**config.mk**
```make
export PLATFORM = sky130hd
export DESIGN_NAME = mips_multicycle_ctrl
export DESIGN_NICKNAME = d
export VERILOG_FILES = /design/src/rtl/mips_multicycle_ctrl.sv
export SDC_FILE = /design/constraint.sdc
export NUM_CORES = 1
export LEC_CHECK = 0
export CORE_MARGIN = 2
export CORE_UTILIZATION = 48
export DETAILED_ROUTE_END_ITERATION = 16
export PLACE_DENSITY = 0.87
export SYNTH_ARGS = -nofsm -noshare
export SYNTH_HDL_FRONTEND = slang
export SYNTH_SLANG_ARGS = --single-unit
export TNS_END_PERCENT = 10
```
**constraint.sdc**
```tcl
create_clock -name clk -period 3.2 [get_ports clk]
set_input_delay 0.32 -clock clk [delete_from_list [all_inputs] [get_ports clk]]
set_output_delay 0.32 -clock clk [all_outputs]
set_load 0.02 [all_outputs]
```
**src/rtl/mips_multicycle_ctrl.sv**
```systemverilog
// mips_multicycle_ctrl: multi-cycle MIPS sequencer owning PC/IR, driving datapath
// control per phase, with memory-ready timeout, halt and illegal-opcode detection.
module mips_multicycle_ctrl #(
   parameter logic [31:0] RESET_PC = 32'h0000_0000,
   parameter int          MAX_WAIT = 15
) (
   input  logic        clk,
   input  logic        reset,
   input  logic        start,
   input  logic [31:0] instr,
   input  logic        alu_zero,
   input  logic        mem_ready,
   output logic [31:0] pc,
   output logic [31:0] ir,
   output logic [1:0]  aluop,
   output logic        MemR,
   output logic        MemW,
   output logic        RegW,
   output logic        MemToReg,
   output logic        alusrc,
   output logic        regdest,
   output logic [2:0]  state,
   output logic        halted,
   output logic [1:0]  err
);
   localparam logic [2:0] S_IDLE = 3'd0, S_FETCH = 3'd1, S_DECODE = 3'd2, S_EXEC = 3'd3,
                          S_MEM = 3'd4, S_WB = 3'd5, S_HALT = 3'd6;
   localparam logic [5:0] OP_R = 6'b000000, OP_LW = 6'b100011, OP_SW = 6'b101011,
                          OP_ADDI = 6'b001000, OP_BEQ = 6'b000100, OP_J = 6'b000010,
                          OP_HALT = 6'b111111;
   localparam logic [7:0] WAIT_LAST = 8'(MAX_WAIT - 1);

   logic [2:0]  state_q, state_d;
   logic [31:0] pc_q, pc_d, ir_q, ir_d;
   logic [1:0]  err_q, err_d;
   logic [7:0]  wait_q, wait_d;
   logic [31:0] pc_plus4;
   logic [5:0]  op;
   logic        is_r, is_lw, is_sw, is_addi, is_beq;

   assign pc_plus4 = pc_q + 32'd4;
   assign op       = ir_q[31:26];
   assign is_r     = op == OP_R;
   assign is_lw    = op == OP_LW;
   assign is_sw    = op == OP_SW;
   assign is_addi  = op == OP_ADDI;
   assign is_beq   = op == OP_BEQ;

   always_ff @(posedge clk or posedge reset) begin
      if (reset) begin
         state_q <= S_IDLE;
         pc_q    <= RESET_PC;
         ir_q    <= '0;
         err_q   <= '0;
         wait_q  <= '0;
      end else begin
         state_q <= state_d;
         pc_q    <= pc_d;
         ir_q    <= ir_d;
         err_q   <= err_d;
         wait_q  <= wait_d;
      end
   end

   always_comb begin
      state_d = state_q;
      pc_d    = pc_q;
      ir_d    = ir_q;
      err_d   = err_q;
      wait_d  = wait_q;
      case (state_q)
         S_IDLE, S_HALT: if (start) begin
            state_d = S_FETCH;
            pc_d    = RESET_PC;
            err_d   = '0;
         end
         S_FETCH: begin
            ir_d    = instr;
            state_d = S_DECODE;
         end
         S_DECODE: case (op)
            OP_R, OP_LW, OP_SW, OP_ADDI, OP_BEQ: state_d = S_EXEC;
            OP_J: begin
               pc_d    = {pc_plus4[31:28], ir_q[25:0], 2'b00};
               state_d = S_FETCH;
            end
            OP_HALT: state_d = S_HALT;
            default: begin
               err_d[0] = 1'b1;
               state_d  = S_HALT;
            end
         endcase
         S_EXEC: begin
            if (is_beq) begin
               pc_d    = alu_zero ? pc_plus4 + {{14{ir_q[15]}}, ir_q[15:0], 2'b00} : pc_plus4;
               state_d = S_FETCH;
            end else
               state_d = (is_lw || is_sw) ? S_MEM : S_WB;
         end
         S_MEM: begin
            if (mem_ready) begin
               wait_d  = '0;
               pc_d    = is_sw ? pc_plus4 : pc_q;
               state_d = is_sw ? S_FETCH : S_WB;
            end else if (wait_q == WAIT_LAST) begin
               // the MAX_WAIT-th unanswered cycle gives up
               wait_d   = '0;
               err_d[1] = 1'b1;
               state_d  = S_HALT;
            end else
               wait_d = wait_q + 8'd1;
         end
         S_WB: begin
            pc_d    = pc_plus4;
            state_d = S_FETCH;
         end
         default: state_d = S_IDLE;
      endcase
   end

   always_comb begin
      aluop    = (state_q == S_EXEC) ? (is_r ? 2'b10 : is_beq ? 2'b01 : 2'b00) : 2'b00;
      alusrc   = (state_q == S_EXEC && (is_lw || is_sw || is_addi)) || state_q == S_MEM ||
                 (state_q == S_WB && is_addi);
      MemR     = state_q == S_MEM && is_lw;
      MemW     = state_q == S_MEM && is_sw;
      RegW     = state_q == S_WB;
      MemToReg = state_q == S_WB && is_lw;
      regdest  = state_q == S_WB && is_r;
      halted   = state_q == S_HALT;
      state    = state_q;
      pc       = pc_q;
      ir       = ir_q;
      err      = err_q;
   end
endmodule

```
==> impl_metrics.py <==
metrics = {
    "die": {
        "initial_core_util_pct": 48.77,
        "die_w_um": 114.0,
        "io_pins": 115,
        "dieArea_sq_um": 13000,
        "row_count": 40,
        "die_h_um": 114.0,
        "core_area_sq_um": 11910,
    },
    "yosys": {
        "synth.distinct_cells": 70,
        "synthCells": 660,
        "yosysWarnings": 0,
        "async_flop_share_pct": 100.0,
        "ys_ff_latch": 75,
        "synth_edf_count": 0,
        "synth_ff_type": "dfrtp_1",
        "syn_area_per_cell_sq_um": 8.802,
        "ys_seq_area_share_pct": 32.31,
        "syn_area_sq_um": 5809,
    },
    "setup_path": {
        "cp-end-kind": "flop",
        "crit_fanout": 4,
        "setup.worst_path.class": "flop to flop",
        "r2r_slack_ns": -0.20,
        "arrival_ns": 3.62,
        "cp-start-kind": "flop",
        "required_ns": 3.41,
    },
    "sta": {
        "fin_ws_ns": -0.2029,
        "hold_viol_final": 0,
        "fin_setup_tns_ns": -0.7836,
        "maxSlewViolCount": 0,
        "tightestPinTransition_ns": 0.9778,
        "rsz0062_at_grt": "yes",
        "finalSetupViolations": 7,
        "slew_headroom_pct": 34.81,
        "finalCritPeriodShare_pct": 106.3,
        "skew_ns": 0.01048,
        "fmaxAchievable_mhz": 293.9,
        "finalCriticalPeriod_ns": 3.403,
    },
    "clock_tree": {
        "clk_pin_slew_worst_paths_ns": 0.06,
        "numCtsBuffers": 9,
        "cts_hold_buffers": 0,
        "htree_levels": 3,
        "clock-sinks": 75,
        "cts_buffer_depth": 2,
        "clockRootBuffer": "clkbuf_16",
        "clk_latency_ns": 0.35,
        "cts_tree": "built",
    },
    "pwr": {
        "p_leak_nw": 3.552,
        "vdd_drop_max_v": 0.0007030,
        "power_density_nw_per_um2": 1057,
        "power_mw": 8.846,
    },
    "cells_and_area": {
        "final_cells": 999,
        "antennaDiodeCount": 0,
        "fin_util_pct": 70.25,
        "layout_commonest_cell": "clkdlybuf4s50_1",
        "final_nets": 922,
        "drive_above_1_share_pct": 25.82,
        "area_growth_pct": 44.04,
        "layout_common_cells": "clkdlybuf4s50_1, buf_4, nand2_1",
        "design_area_sq_um": 8368,
    },
    "placement": {
        "dp_hpwl_um": 13590,
        "placed_cells": 975,
        "gp_congestion": 0.9984,
        "placed_cell_area_sq_um": 7724,
        "io_buffer_count": 112,
    },
    "drt": {
        "routed_via_density": 6.218,
        "via_count": 6212,
        "ant_nets": 0,
        "drc": 0,
        "wire_per_inst_um": 19.59,
        "drt-initial-drc-count": 633,
        "dr.pass1.iters": 5,
        "wirelength_um": 19570,
    },
    "global_routing": {
        "grt_start_max_net_pins": 76,
        "grt-ovfl-total": 0,
        "grt_antenna_before_repair": 0,
        "grt_use_total_pct": 29.93,
        "grt_pass1_wl_um": 30620,
        "grt_pass1_vias": 6056,
    },
    "run": {
        "drv_cap": 0,
    },
    "worst_hold_path": {
        "hold_path_class": "flop to flop",
    },
    "outcome": {
        "violations": "setup timing",
        "status": "finished with violations",
    },
}
## state kept, by name, indices dropped and copies added, names as in the netlist
| name | cells |
|---|---|
| ir | 32 |
| pc | 30 |
| wait_q | 8 |
| state | 3 |
| err | 2 |
## synthesized netlist by cell type (9+ instances only)
| cell type | count | area [sq um] |
|---|---|---|
| nor2_1 | 40 | 150.1 |
| xnor2_1 | 36 | 315.3 |
| o21ai_0 | 51 | 255.2 |
| nand4_1 | 9 | 56.30 |
| nor2b_1 | 10 | 62.56 |
| mux2_2 | 33 | 371.6 |
| clkbuf_1 | 18 | 67.56 |
| nand2_1 | 80 | 300.3 |
| a222oi_1 | 10 | 100.1 |
| o221ai_1 | 9 | 78.83 |
| nand3_1 | 27 | 135.1 |
| nand2b_1 | 11 | 68.82 |
| dfrtp_1 | 75 | 1877 |
| inv_1 | 20 | 75.07 |
| a21oi_1 | 39 | 195.2 |
| and3_1 | 10 | 62.56 |
| ha_1 | 37 | 462.9 |
| xor2_1 | 18 | 157.7 |
| a22oi_1 | 9 | 67.56 |
## path summary, 6_finish.rpt
kind | to | from | cells past startpoint
min in group asynchronous | ir[27] | reset | 3
worst min register to register | wait_q[7] | wait_q[7] | 1
worst max-delay path | pc[25] | pc[10] | 14
max in group asynchronous | pc[12] | reset | 3
worst min-delay path | wait_q[7] | wait_q[7] | 1
worst max register to register | pc[25] | pc[10] | 14
## power by group
| part | switching (mW) | leakage, nW | internal (mW) |
|---|---|---|---|
| Combinational | 3.16 | 2.46 | 2.77 |
| Clock | 0.418 | 0.153 | 0.646 |
| Sequential | 0.517 | 0.940 | 1.33 |
| Total | 4.09 | 3.55 | 4.75 |
## worst max-delay path, stage by stage, from the launching register on
cell and delay [ns]:
dfrtp_1 0.40, nand4_1 0.25, nor2_4 0.26, nand4_1 0.14, xnor2_1 0.21, ha_1 0.32
a21oi_2 0.20, o21ai_2 0.08, a221oi_2 0.32, a31oi_1 0.16, o21ai_1 0.15, nand2b_1 0.10
a221o_1 0.35, xnor2_2 0.18, o221ai_2 0.12
## final cells by class
| class | count | area, sq um |
|---|---|---|
| flip-flops and latches | 75 | 1889 |
| repair buffers | 202 | 1826 |
| multi-input cells | 538 | 4084 |
| inverters | 21 | 80.08 |
| clock buffers | 12 | 256.5 |
| well taps | 147 | 183.9 |
| clock inverters | 4 | 48.80 |
| fillers | 856 | 3543 |
## per-stage QoR
step                hold WS, ns  worst slack, ns
floorplan                0.4368        -0.005270
global placement         0.4613         -0.06126
detailed placement       0.4665          -0.1516
CTS                      0.4762         -0.07498
global route             0.5185          -0.3994
finish                   0.4779          -0.2029
## cell families after synthesis
group	share of synthesized area [%]
AO/OA/AOI/OAI	21.28
XOR/XNOR	8.141
adder cells (fa/ha/maj)	8.486
buffers and inverters	3.360
flip-flops	32.31
multiplexers	6.741
other	0.06455
AND/OR/NAND/NOR	19.62
## routing by layer
| layer | part of all wire [%] | up-vias | GRT usage [%] | wire [um] |
|---|---|---|---|---|
| li1 | - | 2799 | - | - |
| met1 | 40 | 2988 | 38.77 | 7830 |
| met2 | 47 | 359 | 48.17 | 9234 |
| met3 | 9.2 | 66 | 5.154 | 1801 |
| met4 | 3.6 | 0 | 15.37 | 704 |
| met5 | 0 | - | 0 | 0 |
## timing repair
item,4_1_cts,5_1_grt
setup endpoints to repair,10,20
pin swaps,22,30
gates resized for setup,22,31
setup buffers,4,4
(Power assumes the default switching activity.)
==> RTL edit: new RTL, config.mk and constraints unchanged <==
`MAX_WAIT`: 15 -> 7.
--- a/src/rtl/mips_multicycle_ctrl.sv
+++ b/src/rtl/mips_multicycle_ctrl.sv
@@ -2,7 +2,7 @@
 // control per phase, with memory-ready timeout, halt and illegal-opcode detection.
 module mips_multicycle_ctrl #(
    parameter logic [31:0] RESET_PC = 32'h0000_0000,
-   parameter int          MAX_WAIT = 15
+   parameter int          MAX_WAIT = 7
 ) (
    input  logic        clk,
    input  logic        reset,
Function: same outputs for any inputs over 4 cycles, from zero or initial values and one cycle with reset high; that may be too few to reach the edited logic, so the function may still have changed.
==> RTL edit against the original RTL <==
- global-route usage up 0.74 points
- the run still ends with setup timing left
- wire length up 8.5%
- cell area is 6.5% higher
- sequential cell count stayed put
- setup slack worse by 350 ps
- sequential share of layout area shrank 1.4 points
- synthesized area is 0.39% higher
- first-iteration DRC count up 19%
- total power increased by 22%
- die area is 0.38% higher
==> RTL edit: results (changes against the original RTL) <==
| Metric | Value |
|---|---|
| Met3 usage | 7.25% (was 5.15%) |
| TritonRoute pass-1 iters | 6 (was 5) |
| Worst hold slack | 226 ps (was 478 ps) |
| Total power | 0.0108 W (was 0.00885 W) |
| Length of routed met3 wiring | 1.73 mm (was 1.80 mm) |
| Area contributors post-synth | dfrtp_1, ha_1, xnor2_1 (was dfrtp_1, ha_1, mux2_2) |
| Layout cell share with drive strength beyond 1 | 29.9% (was 25.8%) |
| DPL Wire Length | 14.3 mm (was 13.6 mm) |
| Worst R2R Path Depth | 16 (was 14) |
| Worst Tran Pin Value | 750 ps (was 978 ps) |
| # resized after CTS | 20 (was 22) |
| Top cell family by delay on the critical path | simple AND/OR/NAND/NOR gates (was compound AO/OA/AOI/OAI gates) |
| Combinational Power Share | 73.3% (was 67.1%) |
| Met2 usage | 50.4% (was 48.2%) |
| Vias/cell | 6.22 (about the same) |
| Static leakage | 3.86 nW (was 3.55 nW) |
| Failing checks | setup timing (unchanged) |
| Global-route wire length before repair | 31.6 mm (was 30.6 mm) |
| Largest net degree at the start of global routing | 42 (was 76) |
| Met1 WL | 8.25 mm (was 7.83 mm) |
| Endpoints failing setup | 19 (was 7) |
| Status | finished, violations left (unchanged) |
| Slack of the critical path | -549 ps (was -203 ps) |
| Mean post-synth cell area | 8.49 µm² (was 8.80 µm²) |
| Worst vdd ir | 0.924 mV (was 0.703 mV) |
| Clock power share | 9.6% (was 12.0%) |
| Gpl congestion | 0.961 (was 0.998) |
| Setup TNS | -3960 ps (was -784 ps) |
| Final wirelength | 21.2 mm (was 19.6 mm) |
| Post-Place Cell Area | 8170 µm² (was 7720 µm²) |
| WL met2 | 10.3 mm (was 9.23 mm) |
| Number of global-route vias before repair | 6556 (was 6056) |
| Crit path to | pc[31] (was pc[25]) |
| Synth top cells by count | nand2_1, dfrtp_1, o21ai_0 (unchanged) |
| DRT iter0 DRCs | 753 (was 633) |
| Hold Crit Class | in2async (was reg2reg) |
-- RTL edit: changes by cell type after synthesis, moves of 7 or more --
cell | before | now
a211oi_1 | 1 | 8
a22oi_1 | 9 | 2
a21oi_1 | 39 | 51
xor2_1 | 18 | 11
nor3_1 | 4 | 13
clkbuf_1 | 18 | 29
nand3_1 | 27 | 20
nor2_1 | 40 | 51
-- RTL edit: logic make-up (layout without fill, tap and decap cells) --
kind of cell    after synthesis  count (layout)  synth area share, %
simple gates                237             237                 19.8
compound gates              194             194                 21.5
flops                        75              75                 32.2
buf+inv                      55             307                 3.71
xor+xnor                     53              53                 7.96
fa+ha+maj                    38              38                 8.28
mux                          34              34                 6.50
other cells                   1               2               0.0643
-- RTL edit: final cells by class --
| class | instances | area [µm²] |
|---|---|---|
| multi-input combinational | 558 | 4140 |
| fill | 784 | 3000 |
| timing repair buffer | 269 | 2320 |
| sequential | 75 | 1890 |
| clock buffer | 11 | 243 |
| tap | 147 | 184 |
| inverter | 22 | 82.6 |
| clock inverter | 5 | 52.6 |
